<file path="src/rtl/seg595_pkg.sv">
// Shared field positions, segment type and hex glyph table for the 74HC595 display snooper.
package seg595_pkg;

  localparam int unsigned FRAME_BITS_DEF = 16;
  localparam int unsigned DIGIT_BYTE_MSB = 15;
  localparam int unsigned DIGIT_BYTE_LSB = 8;
  localparam int unsigned SEG_BYTE_MSB   = 7;
  localparam int unsigned SEG_BYTE_LSB   = 0;

  typedef logic [7:0] seg_t;

  // Index n holds the a-g pattern (bit 0 = a) that displays hex digit n.
  localparam logic [15:0][6:0] GLYPH_TBL = {
    7'h71, 7'h79, 7'h5E, 7'h39, 7'h7C, 7'h77, 7'h6F, 7'h7F,
    7'h07, 7'h7D, 7'h6D, 7'h66, 7'h4F, 7'h5B, 7'h06, 7'h3F
  };

  // Returns {match, nibble}; {0, 0} when the pattern is not a hex glyph.
  function automatic logic [4:0] glyph_decode(input logic [6:0] i_glyph);
    logic [4:0] res;
    res = '0;
    for (int i = 0; i < 16; i++) begin
      if (i_glyph == GLYPH_TBL[i]) res = {1'b1, 4'(i)};
    end
    return res;
  endfunction

endpackage

</file>
<file path="src/rtl/seg595_frame_rx_pin_sync_edge.sv">
// Multi-flop synchronizer for one asynchronous pin plus a rising-edge detector.
module pin_sync_edge #(
  parameter int unsigned SYNC_STAGES = 2
) (
  input  logic clk,
  input  logic rst,
  input  logic i_pin,
  output logic o_sync,
  output logic o_rise_c
);

  logic [SYNC_STAGES-1:0] r_sync;
  logic                   r_hist;

  always_ff @(posedge clk) begin
    if (rst) begin
      r_sync <= '0;
      r_hist <= 1'b0;
    end else begin
      r_sync <= {r_sync[SYNC_STAGES-2:0], i_pin};
      r_hist <= r_sync[SYNC_STAGES-1];
    end
  end

  assign o_sync   = r_sync[SYNC_STAGES-1];
  assign o_rise_c = r_sync[SYNC_STAGES-1] & ~r_hist;

endmodule

</file>
<file path="src/rtl/seg595_frame_rx.sv">
// Rebuilds latched 74HC595 display frames, decodes digit/segments and keeps a per-digit shadow.
// Define SEG595_GLYPH_DECODE_EN to enable the hex glyph decode on nibble/nibble_ok.
module seg595_frame_rx
  import seg595_pkg::*;
#(
  parameter int unsigned FRAME_BITS  = FRAME_BITS_DEF,
  parameter int unsigned SYNC_STAGES = 2,
  parameter int unsigned DIGITS      = 8
) (
  input  logic                  clk,
  input  logic                  rst,
  input  logic                  sclk_in,
  input  logic                  rclk_in,
  input  logic                  sdata_in,
  input  logic                  srclr_n_in,
  output logic                  frame_valid,
  output logic [FRAME_BITS-1:0] frame,
  output logic [2:0]            digit_idx,
  output logic                  digit_ok,
  output logic [7:0]            seg,
  output logic [3:0]            nibble,
  output logic                  nibble_ok,
  output logic                  len_err,
  input  logic [2:0]            rd_addr,
  output logic [7:0]            rd_seg
);

  localparam int unsigned CNT_W   = 5;
  localparam int unsigned DIGIT_W = DIGIT_BYTE_MSB - DIGIT_BYTE_LSB + 1;
  localparam logic [CNT_W-1:0] CNT_MAX = '1;

  logic w_sclk_sync, w_sclk_rise;
  logic w_rclk_sync, w_rclk_rise;
  logic w_sdata_sync, w_sdata_rise;
  logic w_srclr_n_sync, w_srclr_n_rise;
  logic w_unused;

  pin_sync_edge #(.SYNC_STAGES(SYNC_STAGES)) u_sclk (
    .clk(clk), .rst(rst), .i_pin(sclk_in), .o_sync(w_sclk_sync), .o_rise_c(w_sclk_rise));
  pin_sync_edge #(.SYNC_STAGES(SYNC_STAGES)) u_rclk (
    .clk(clk), .rst(rst), .i_pin(rclk_in), .o_sync(w_rclk_sync), .o_rise_c(w_rclk_rise));
  pin_sync_edge #(.SYNC_STAGES(SYNC_STAGES)) u_sdata (
    .clk(clk), .rst(rst), .i_pin(sdata_in), .o_sync(w_sdata_sync), .o_rise_c(w_sdata_rise));
  pin_sync_edge #(.SYNC_STAGES(SYNC_STAGES)) u_srclr (
    .clk(clk), .rst(rst), .i_pin(srclr_n_in), .o_sync(w_srclr_n_sync), .o_rise_c(w_srclr_n_rise));

  assign w_unused = &{w_sclk_sync, w_rclk_sync, w_sdata_rise, w_srclr_n_rise};

  logic                  w_clr;
  logic [FRAME_BITS-1:0] r_shift, w_shift_nxt, w_latch_val;
  logic [CNT_W-1:0]      r_cnt, w_cnt_nxt, w_cnt_eff;
  logic [FRAME_BITS-1:0] r_frame;
  logic                  r_len_err;
  logic                  r_latch_d;

  assign w_clr = ~w_srclr_n_sync;

  // Clear dominates; a latch restarts the bit count, counting any shift in the same cycle.
  always_comb begin
    w_shift_nxt = r_shift;
    w_cnt_nxt   = r_cnt;
    w_latch_val = w_clr ? '0 : r_shift;
    w_cnt_eff   = w_clr ? '0 : r_cnt;
    if (w_clr) begin
      w_shift_nxt = '0;
      w_cnt_nxt   = '0;
    end else begin
      if (w_sclk_rise) begin
        w_shift_nxt = {r_shift[FRAME_BITS-2:0], w_sdata_sync};
        if (r_cnt != CNT_MAX) w_cnt_nxt = r_cnt + CNT_W'(1);
      end
      if (w_rclk_rise) w_cnt_nxt = w_sclk_rise ? CNT_W'(1) : '0;
    end
  end

  always_ff @(posedge clk) begin
    if (rst) begin
      r_shift   <= '0;
      r_cnt     <= '0;
      r_frame   <= '0;
      r_len_err <= 1'b0;
      r_latch_d <= 1'b0;
    end else begin
      r_shift   <= w_shift_nxt;
      r_cnt     <= w_cnt_nxt;
      r_latch_d <= w_rclk_rise;
      if (w_rclk_rise) begin
        r_frame <= w_latch_val;
        if (w_cnt_eff != CNT_W'(FRAME_BITS)) r_len_err <= 1'b1;
      end
    end
  end

  // Digit lines are active low: a valid frame drives exactly one of them to zero.
  logic [DIGIT_W-1:0] w_digit_byte;
  logic [3:0]         w_zero_cnt;
  logic [2:0]         w_zero_pos;
  logic               w_one_zero;

  always_comb begin
    w_digit_byte = r_frame[DIGIT_BYTE_MSB:DIGIT_BYTE_LSB];
    w_zero_cnt   = '0;
    w_zero_pos   = '0;
    for (int i = 0; i < int'(DIGIT_W); i++) begin
      if (!w_digit_byte[i]) begin
        w_zero_cnt = w_zero_cnt + 4'd1;
        w_zero_pos = 3'(i);
      end
    end
    w_one_zero = (w_zero_cnt == 4'd1);
  end

  logic       r_fv;
  seg_t       r_seg;
  logic [2:0] r_digit_idx;
  logic       r_digit_ok;

  always_ff @(posedge clk) begin
    if (rst) begin
      r_fv        <= 1'b0;
      r_seg       <= '0;
      r_digit_idx <= '0;
      r_digit_ok  <= 1'b0;
    end else begin
      r_fv <= r_latch_d;
      if (r_latch_d) begin
        r_seg      <= seg_t'(r_frame[SEG_BYTE_MSB:SEG_BYTE_LSB]);
        r_digit_ok <= w_one_zero;
        if (w_one_zero) r_digit_idx <= w_zero_pos;
      end
    end
  end

`ifdef SEG595_GLYPH_DECODE_EN
  logic [4:0] w_glyph;
  logic [3:0] r_nibble;
  logic       r_nibble_ok;

  assign w_glyph = glyph_decode(r_frame[SEG_BYTE_LSB+6:SEG_BYTE_LSB]);

  always_ff @(posedge clk) begin
    if (rst) begin
      r_nibble    <= '0;
      r_nibble_ok <= 1'b0;
    end else if (r_latch_d) begin
      r_nibble    <= w_glyph[3:0];
      r_nibble_ok <= w_glyph[4];
    end
  end

  assign nibble    = r_nibble;
  assign nibble_ok = r_nibble_ok;
`else
  assign nibble    = 4'd0;
  assign nibble_ok = 1'b0;
`endif

  // Shadow of what each digit currently shows; a same-cycle read sees the old entry.
  seg_t r_shadow [DIGITS];
  seg_t r_rd_seg;

  always_ff @(posedge clk) begin
    if (rst) begin
      for (int i = 0; i < int'(DIGITS); i++) r_shadow[i] <= '0;
      r_rd_seg <= '0;
    end else begin
      if (r_fv && r_digit_ok) r_shadow[r_digit_idx] <= r_seg;
      r_rd_seg <= r_shadow[rd_addr];
    end
  end

  assign frame_valid = r_fv;
  assign frame       = r_frame;
  assign digit_idx   = r_digit_idx;
  assign digit_ok    = r_digit_ok;
  assign seg         = r_seg;
  assign len_err     = r_len_err;
  assign rd_seg      = r_rd_seg;

endmodule

</file>
<file path="config.mk">
export PLATFORM = sky130hd
export DESIGN_NAME = seg595_frame_rx
export DESIGN_NICKNAME = d
export VERILOG_FILES = /design/src/rtl/seg595_pkg.sv /design/src/rtl/seg595_frame_rx_pin_sync_edge.sv /design/src/rtl/seg595_frame_rx.sv
export SDC_FILE = /design/constraint.sdc
export NUM_CORES = 1
export LEC_CHECK = 0
export ABC_AREA = 0
export BUFFER_PORTS_ARGS = -buffer_cell sky130_fd_sc_hd__buf_2
export CAP_MARGIN = 20
export CORE_UTILIZATION = 59
export DETAILED_ROUTE_END_ITERATION = 12
export GPL_ROUTABILITY_DRIVEN = 0
export GPL_TIMING_DRIVEN = 0
export PLACE_DENSITY = 0.81
export SLEW_MARGIN = 20
export SYNTH_ARGS = -nofsm -noshare
export SYNTH_HDL_FRONTEND = slang
export SYNTH_SLANG_ARGS = --single-unit
</file>
<file path="constraint.sdc">
create_clock -name clk -period 5.77 [get_ports clk]
set_input_delay 0.577 -clock clk [delete_from_list [all_inputs] [get_ports clk]]
set_output_delay 0.577 -clock clk [all_outputs]
set_load 0.03 [all_outputs]
</file>
# Word-level counts from Yosys, hierarchy flattened
# Memory sizes are Yosys's and may differ from the RTL's. A register that Yosys moved wholly into a read port is not among the register bits.
# Cells that the tools add are included.
# W data, S select, Z words.
[classes] addsub=8 n_eq_ne=3 muxes=29 bitwise=5 n_reduce_logical=8
[ops] cell="$add A4 B1 Y4 const B" count=7
[ops] cell="$mux W4" count=7
[ops] cell="$mux W3" count=7
[ops] cell="$mux W5" count=4
[ops] cell="$mux W16" count=1
[ops] cell="$ne A5 B5 Y1 const B" count=2
[ops] cell="$mux W1" count=9
[ops] cell="$mux W8" count=1
[ops] cell="$reduce_or A8 Y1" count=1
[ops] cell="$reduce_and A2 Y1" count=3
[ops] cell="$add A5 B1 Y5 const B" count=1
[ops] cell="$eq A4 B1 Y1 const B" count=1
[ops] cell="$reduce_bool A2 Y1" count=2
[ops] cell="$not A1 Y1" count=3
[ops] cell="$and A1 B1 Y1" count=2
[ops] cell="$reduce_or A2 Y1" count=1
[ops] cell="$logic_and A1 B1 Y1" count=1
[totals] register_bits=62 ramBits=64 input_bits=9 output_inout_bits=43 wordCells=69 memories=1
[mem_list] name="r_shadow" depth=8 word_bits=8 read_ports=1 rd_ports_with_merged_regs=1 write_ports=8 line_no="seg595_frame_rx.sv:159" rtl="seg_t r_shadow [DIGITS];"

# Logic depth before layout (Yosys ltp)
[logic_depth] ltp_word=17 depth_mapped=20 ltp_nobuf=20

# Cells and area by module
# Synthesis repeated with hierarchy kept, for this count alone.
[unflattened] cells_unflattened=505 hier_area_um2=6020.8
[by_module_without_submodules] mod="seg595_frame_rx" n_inst=1 cells_each=477 area_each_um2=5670.4 seq_area_each_um2=3123.0
[by_module_without_submodules] mod="pin_sync_edge" n_inst=4 cells_each=7 area_each_um2=87.6 seq_area_each_um2=60.1

# Worst setup path before layout
# Ideal clock, no wire load.
[synth_path] path_type="reg-to-reg" startpoint="reg r_frame[9] (netlist: frame[9])" endpoint="reg r_digit_idx[0] (netlist: digit_idx[0])" setup_ns=0.086 t_arrival_ns=4.326 path_slack_ns=1.358 path_stages_with_launch=21 synth_period_minus_slack_ns=4.412 cell_sequence="dfxtp_1 -> inv_1 -> ha_1 -> clkbuf_1 -> xnor2_1 -> ha_1 -> nand2b_1 -> o31ai_1 -> ha_1 -> nor2_1 -> nor2_1 -> ha_1 -> o221a_2 -> ha_1 -> mux2_2 -> ha_1 -> a21oi_1 -> mux2i_1 -> nor3_1 -> o2111ai_2 -> a221oi_2"
[synth_between] elab_chain_cells=15 word_cells_on_any_way=22 classes_between="6 x add/sub; 1 x eq/ne; 14 x mux; 1 x reduce/logical"
[synth_lines] element="start: declaration" line_no="seg595_frame_rx.sv:52" rtl="logic [FRAME_BITS-1:0] r_frame;"
[synth_lines] element="start signal: assignment" line_no="seg595_frame_rx.sv:88" rtl="r_frame <= w_latch_val;"
[synth_lines] element="$mux W4" line_no="seg595_frame_rx.sv:105" rtl="if (!w_digit_byte[i]) begin"
[synth_lines] element="$add A4 B1 Y4" line_no="seg595_frame_rx.sv:106" rtl="w_zero_cnt = w_zero_cnt + 4'd1;"
[synth_lines] element="$mux W4" line_no="seg595_frame_rx.sv:105"
[synth_lines] element="$add A4 B1 Y4" line_no="seg595_frame_rx.sv:106"
[synth_lines] element="$mux W4" line_no="seg595_frame_rx.sv:105"
[synth_lines] element="$add A4 B1 Y4" line_no="seg595_frame_rx.sv:106"
[synth_lines] element="$mux W4" line_no="seg595_frame_rx.sv:105"
[synth_lines] element="$add A4 B1 Y4" line_no="seg595_frame_rx.sv:106"
[synth_lines] element="$mux W4" line_no="seg595_frame_rx.sv:105"
[synth_lines] element="$add A4 B1 Y4" line_no="seg595_frame_rx.sv:106"
[synth_lines] element="$mux W4" line_no="seg595_frame_rx.sv:105"
[synth_lines] element="$add A4 B1 Y4" line_no="seg595_frame_rx.sv:106"
[synth_lines] element="$mux W4" line_no="seg595_frame_rx.sv:105"
[synth_lines] element="$eq A4 B1 Y1" line_no="seg595_frame_rx.sv:110" rtl="w_one_zero = (w_zero_cnt == 4'd1);"
[synth_lines] element="$reduce_and A2 Y1 (no line)"
[synth_lines] element="end signal: assignment" line_no="seg595_frame_rx.sv:129" rtl="if (w_one_zero) r_digit_idx <= w_zero_pos;"
[synth_lines] element="end: declaration" line_no="seg595_frame_rx.sv:115" rtl="logic [2:0] r_digit_idx;"
# Several ways; a longest one is shown, not always the timed one.
# A chain may end at the register's enable or synchronous reset.

# Final worst setup path
[layout_path] startpoint="reg r_frame[9] (netlist: frame[9])" endpoint="reg r_digit_idx[1] (netlist: digit_idx[1])"
[layout_between] elab_chain_cells=15
[layout_lines] element="$mux W4 (*)" line_no="seg595_frame_rx.sv:105"
[layout_lines] element="$add A4 B1 Y4" line_no="seg595_frame_rx.sv:106"
[layout_lines] element="$mux W4 (*)" line_no="seg595_frame_rx.sv:105"
[layout_lines] element="$add A4 B1 Y4" line_no="seg595_frame_rx.sv:106"
[layout_lines] element="$mux W4 (*)" line_no="seg595_frame_rx.sv:105"
[layout_lines] element="$add A4 B1 Y4" line_no="seg595_frame_rx.sv:106"
[layout_lines] element="$mux W4 (*)" line_no="seg595_frame_rx.sv:105"
[layout_lines] element="$add A4 B1 Y4" line_no="seg595_frame_rx.sv:106"
[layout_lines] element="$mux W4 (*)" line_no="seg595_frame_rx.sv:105"
[layout_lines] element="$add A4 B1 Y4" line_no="seg595_frame_rx.sv:106"
[layout_lines] element="$mux W4 (*)" line_no="seg595_frame_rx.sv:105"
[layout_lines] element="$add A4 B1 Y4" line_no="seg595_frame_rx.sv:106"
[layout_lines] element="$mux W4 (*)" line_no="seg595_frame_rx.sv:105"
[layout_lines] element="$eq A4 B1 Y1 (*)" line_no="seg595_frame_rx.sv:110"
[layout_lines] element="$reduce_and A2 Y1 (no line) (*)"
# Every way passes the cells marked *; elsewhere a longest branch is shown, timed or not.

==> impl_metrics.tcl <==
set metrics [dict create \
    cp-end-kind "register" \
    vias 3878 \
    synth_edf_count 64 \
    regToRegStartpoint "frame[9]$_SDFFE_PP0P_" \
    cap_violations 0 \
    grt_pass1_vias 3971 \
    final_nets 580 \
    core_mm2 0.009371 \
    hold_buffers 0 \
    numCtsBuffers 17 \
    synth-seq-area-share 0.5723 \
    die_area_mm2 0.01024 \
    cts_setup_buffers 0 \
    drc 0 \
    cpMostUsedCell "ha_1" \
    start_kind "register" \
    path_cells "inv_1 -> ha_1 -> clkbuf_1 -> xnor2_1 -> ha_1 -> nand2b_1 -> o31ai_1 -> ha_1 -> nor2_1 -> nor2_1 -> ha_1 -> o221a_2 -> ha_1 -> mux2_2 -> ha_1 -> a21oi_1 -> mux2i_1 -> nor3_1 -> o2111ai_2 -> a221oi_1" \
    fill_cells 674 \
    critPathArrivalTime_ns 5.16 \
    cts_buffer_depth 2 \
    ff_latch_area_mm2 0.003323 \
    synth-async-reset-ratio 0 \
    min_period_over_period 0.8245 \
    io_pins 52 \
    cts_root_buf "clkbuf_8" \
    ys_ff_latch 134 \
    die_width_um 101.2 \
    finalWorstSetupSlack_ns 1.012 \
    slowest_stage "dfxtp_1" \
    leakage_nw 2.619 \
    synthTopCellsByArea "edfxtp_1 (33%), dfxtp_1 (24%), and2_1 (7.0%), mux4_2 (6.2%), nand2_1 (3.0%)" \
    grt_pass1_wl_um 19610 \
    vdd.ir_drop.worst_v 0.0002440 \
    cts.sinks 134 \
    ant_nets 0 \
    syn_to_final_growth_pct 16.55 \
    min_period_ns 4.758 \
    critPathKind "reg -> reg" \
    path_buf_inv 2 \
    synth.distinct_cells 50 \
    grt_max_degree 17 \
    slew_viol_final 0 \
    drive_gt1_frac 0.2000 \
    cts_tree "built" \
    rsz0062_at_grt "false" \
    htree_levels 4 \
    yosys.area.top_type "edfxtp_1" \
    syn_inst 497 \
    path_max_fanout 7 \
    synth_warnings 0 \
    crit_end "digit_idx[1]$_SDFFE_PP0P_" \
    synth_most_common_cell "dfxtp_1" \
    max_freq_ghz 0.2102 \
    portBuffers 42 \
    r2r_slack_ns 1.01 \
    netlist_top_cells_count "dfxtp_1 (70), and2_1 (65), edfxtp_1 (64), nand2_1 (47), nor2_1 (44)" \
    num_rows 35 \
    antenna_found_initial 0 \
    status "completed" \
    wl_um 12110 \
    overflow 0 \
    hold_violations 0 \
    r2r_end "digit_idx[1]$_SDFFE_PP0P_" \
    grt_use_total 0.2611 \
    synth_top_area_share 0.3310 \
    fin_setup_tns_ns 0 \
    path_depth 20 \
    reg2reg_depth 20 \
    hpwl_um 8232 \
    cpPeakStageDelay_ns 0.40 \
    hold_depth 2 \
    die_h_um 101.2 \
    critical-path-top-delay-family "adder cells" \
    finalSetupViolations 0 \
    synth_flop_cell "dfxtp_1" \
    pre_cts_ws_ns 1.077 \
    wl_per_cell_um 17.20 \
    power.density_mw_per_mm2 318.3 \
    drtIter0Drc 182 \
    cts-resized-gates 0 \
    min_path_type "in -> reg" \
    cts.clk_slew.worst_paths_ns 0.06 \
    syn_area_mm2 0.005807 \
    n_antenna_cell 0 \
    start_util 0.6196 \
    fin_skew_ns 0.01217 \
    crit_path_start "frame[9]$_SDFFE_PP0P_" \
    timing.hold.ws_ns 0.2599 \
    required_ns 6.18 \
    avgSynthCellArea_um2 11.68 \
    first_pass_iters 5 \
    clk-insertion-delay-late_ns 0.52 \
    via_per_inst 5.509 \
    slew_headroom 0.4295 \
    multi_input_area_mm2 0.002320 \
    worst_slew_pin_slew_ns 0.8493 \
]
## how the worst min path moves through the flow
stage	from	to	slack, ns
after floorplan	u_rclk.r_hist$_SDFF_PP0_	r_latch_d$_SDFF_PP0_	0.40
after global placement	u_rclk.r_sync[0]$_SDFF_PP0_	u_rclk.r_sync[1]$_SDFF_PP0_	0.42
after detailed placement	u_rclk.r_sync[0]$_SDFF_PP0_	u_rclk.r_sync[1]$_SDFF_PP0_	0.42
after CTS	rclk_in	u_rclk.r_sync[0]$_SDFF_PP0_	0.25
after global routing	srclr_n_in	u_srclr.r_sync[0]$_SDFF_PP0_	0.28
final	rclk_in	u_rclk.r_sync[0]$_SDFF_PP0_	0.26
## per-stage QoR
step                      area (µm²)  power (mW)  cells    util
final                           6768       2.154    704  0.7222
after global routing            6768       2.218    704  0.7222
after CTS                       6768       2.163    704  0.7222
after detailed placement        6193       1.142    672  0.6609
after global placement          6193       1.138    672  0.6609
after floorplan                 5822       1.115    501       -
## flip-flops by register name (all words and copies together), names as in the netlist
| register | flops |
|---|---|
| frame_valid | 1 |
| len_err | 1 |
| digit_idx | 3 |
| u_rclk.r_sync | 2 |
| seg | 8 |
| u_sclk.r_hist | 1 |
| u_sclk.r_sync | 2 |
| rd_seg | 8 |
| u_rclk.r_hist | 1 |
| u_srclr.r_sync | 2 |
| r_latch_d | 1 |
| digit_ok | 1 |
| frame | 16 |
| r_cnt | 5 |
| u_sdata.r_sync | 2 |
| r_shift | 16 |
| r_shadow | 64 |
## power by group
group / total, mW / switching (mW) / internal, mW / leakage, nW
clock: 1.03 / 0.415 / 0.618 / 0.286
combinational: 0.0950 / 0.0604 / 0.0346 / 1.10
sequential: 1.03 / 0.00858 / 1.02 / 1.23
total: 2.15 / 0.484 / 1.67 / 2.62
## routing by layer
layer  global-route usage  wire, µm  vias to the layer above
met3              0.06970       670                       23
li1                     -         -                     1857
met1               0.2866      4575                     1872
met4              0.09142       215                        0
met2               0.4856      6649                      126
met5                    0         0                        -
## cells by family after synthesis
logic type,share of synthesized area
adder cells (fa/ha/maj),0.01939
AND/OR/NAND/NOR,0.1857
other,0.0006458
XOR/XNOR,0.02974
AO/OA/AOI/OAI,0.06809
flip-flops,0.5723
multiplexers,0.09330
buffers and inverters,0.03081
## cell usage in the layout, fill, tap and decap left out, drive strengths merged, types with 4 or more instances in the layout
master,n
o21ai,5
nand3b,4
mux4,16
xnor2,9
or2,8
a21oi,28
xor2,4
or3,4
clkbuf,38
nor2b,19
and2,65
dfxtp,70
nor2,44
nand2,47
edfxtp,64
mux2i,17
inv,15
a22o,12
buf,54
nand2b,5
clkinv,5
ha,9
conb,5
## area by class of cell
class	count	area share
Clock inverter	12	0.01682
Clock buffer	20	0.06803
Tap cell	129	0.02385
Sequential cell	134	0.4910
Inverter	10	0.005546
Multi-Input combinational cell	327	0.3428
Timing Repair Buffer	42	0.03106
Buffer	30	0.02089
No activity file was read; power rests on OpenSTA's default activity.
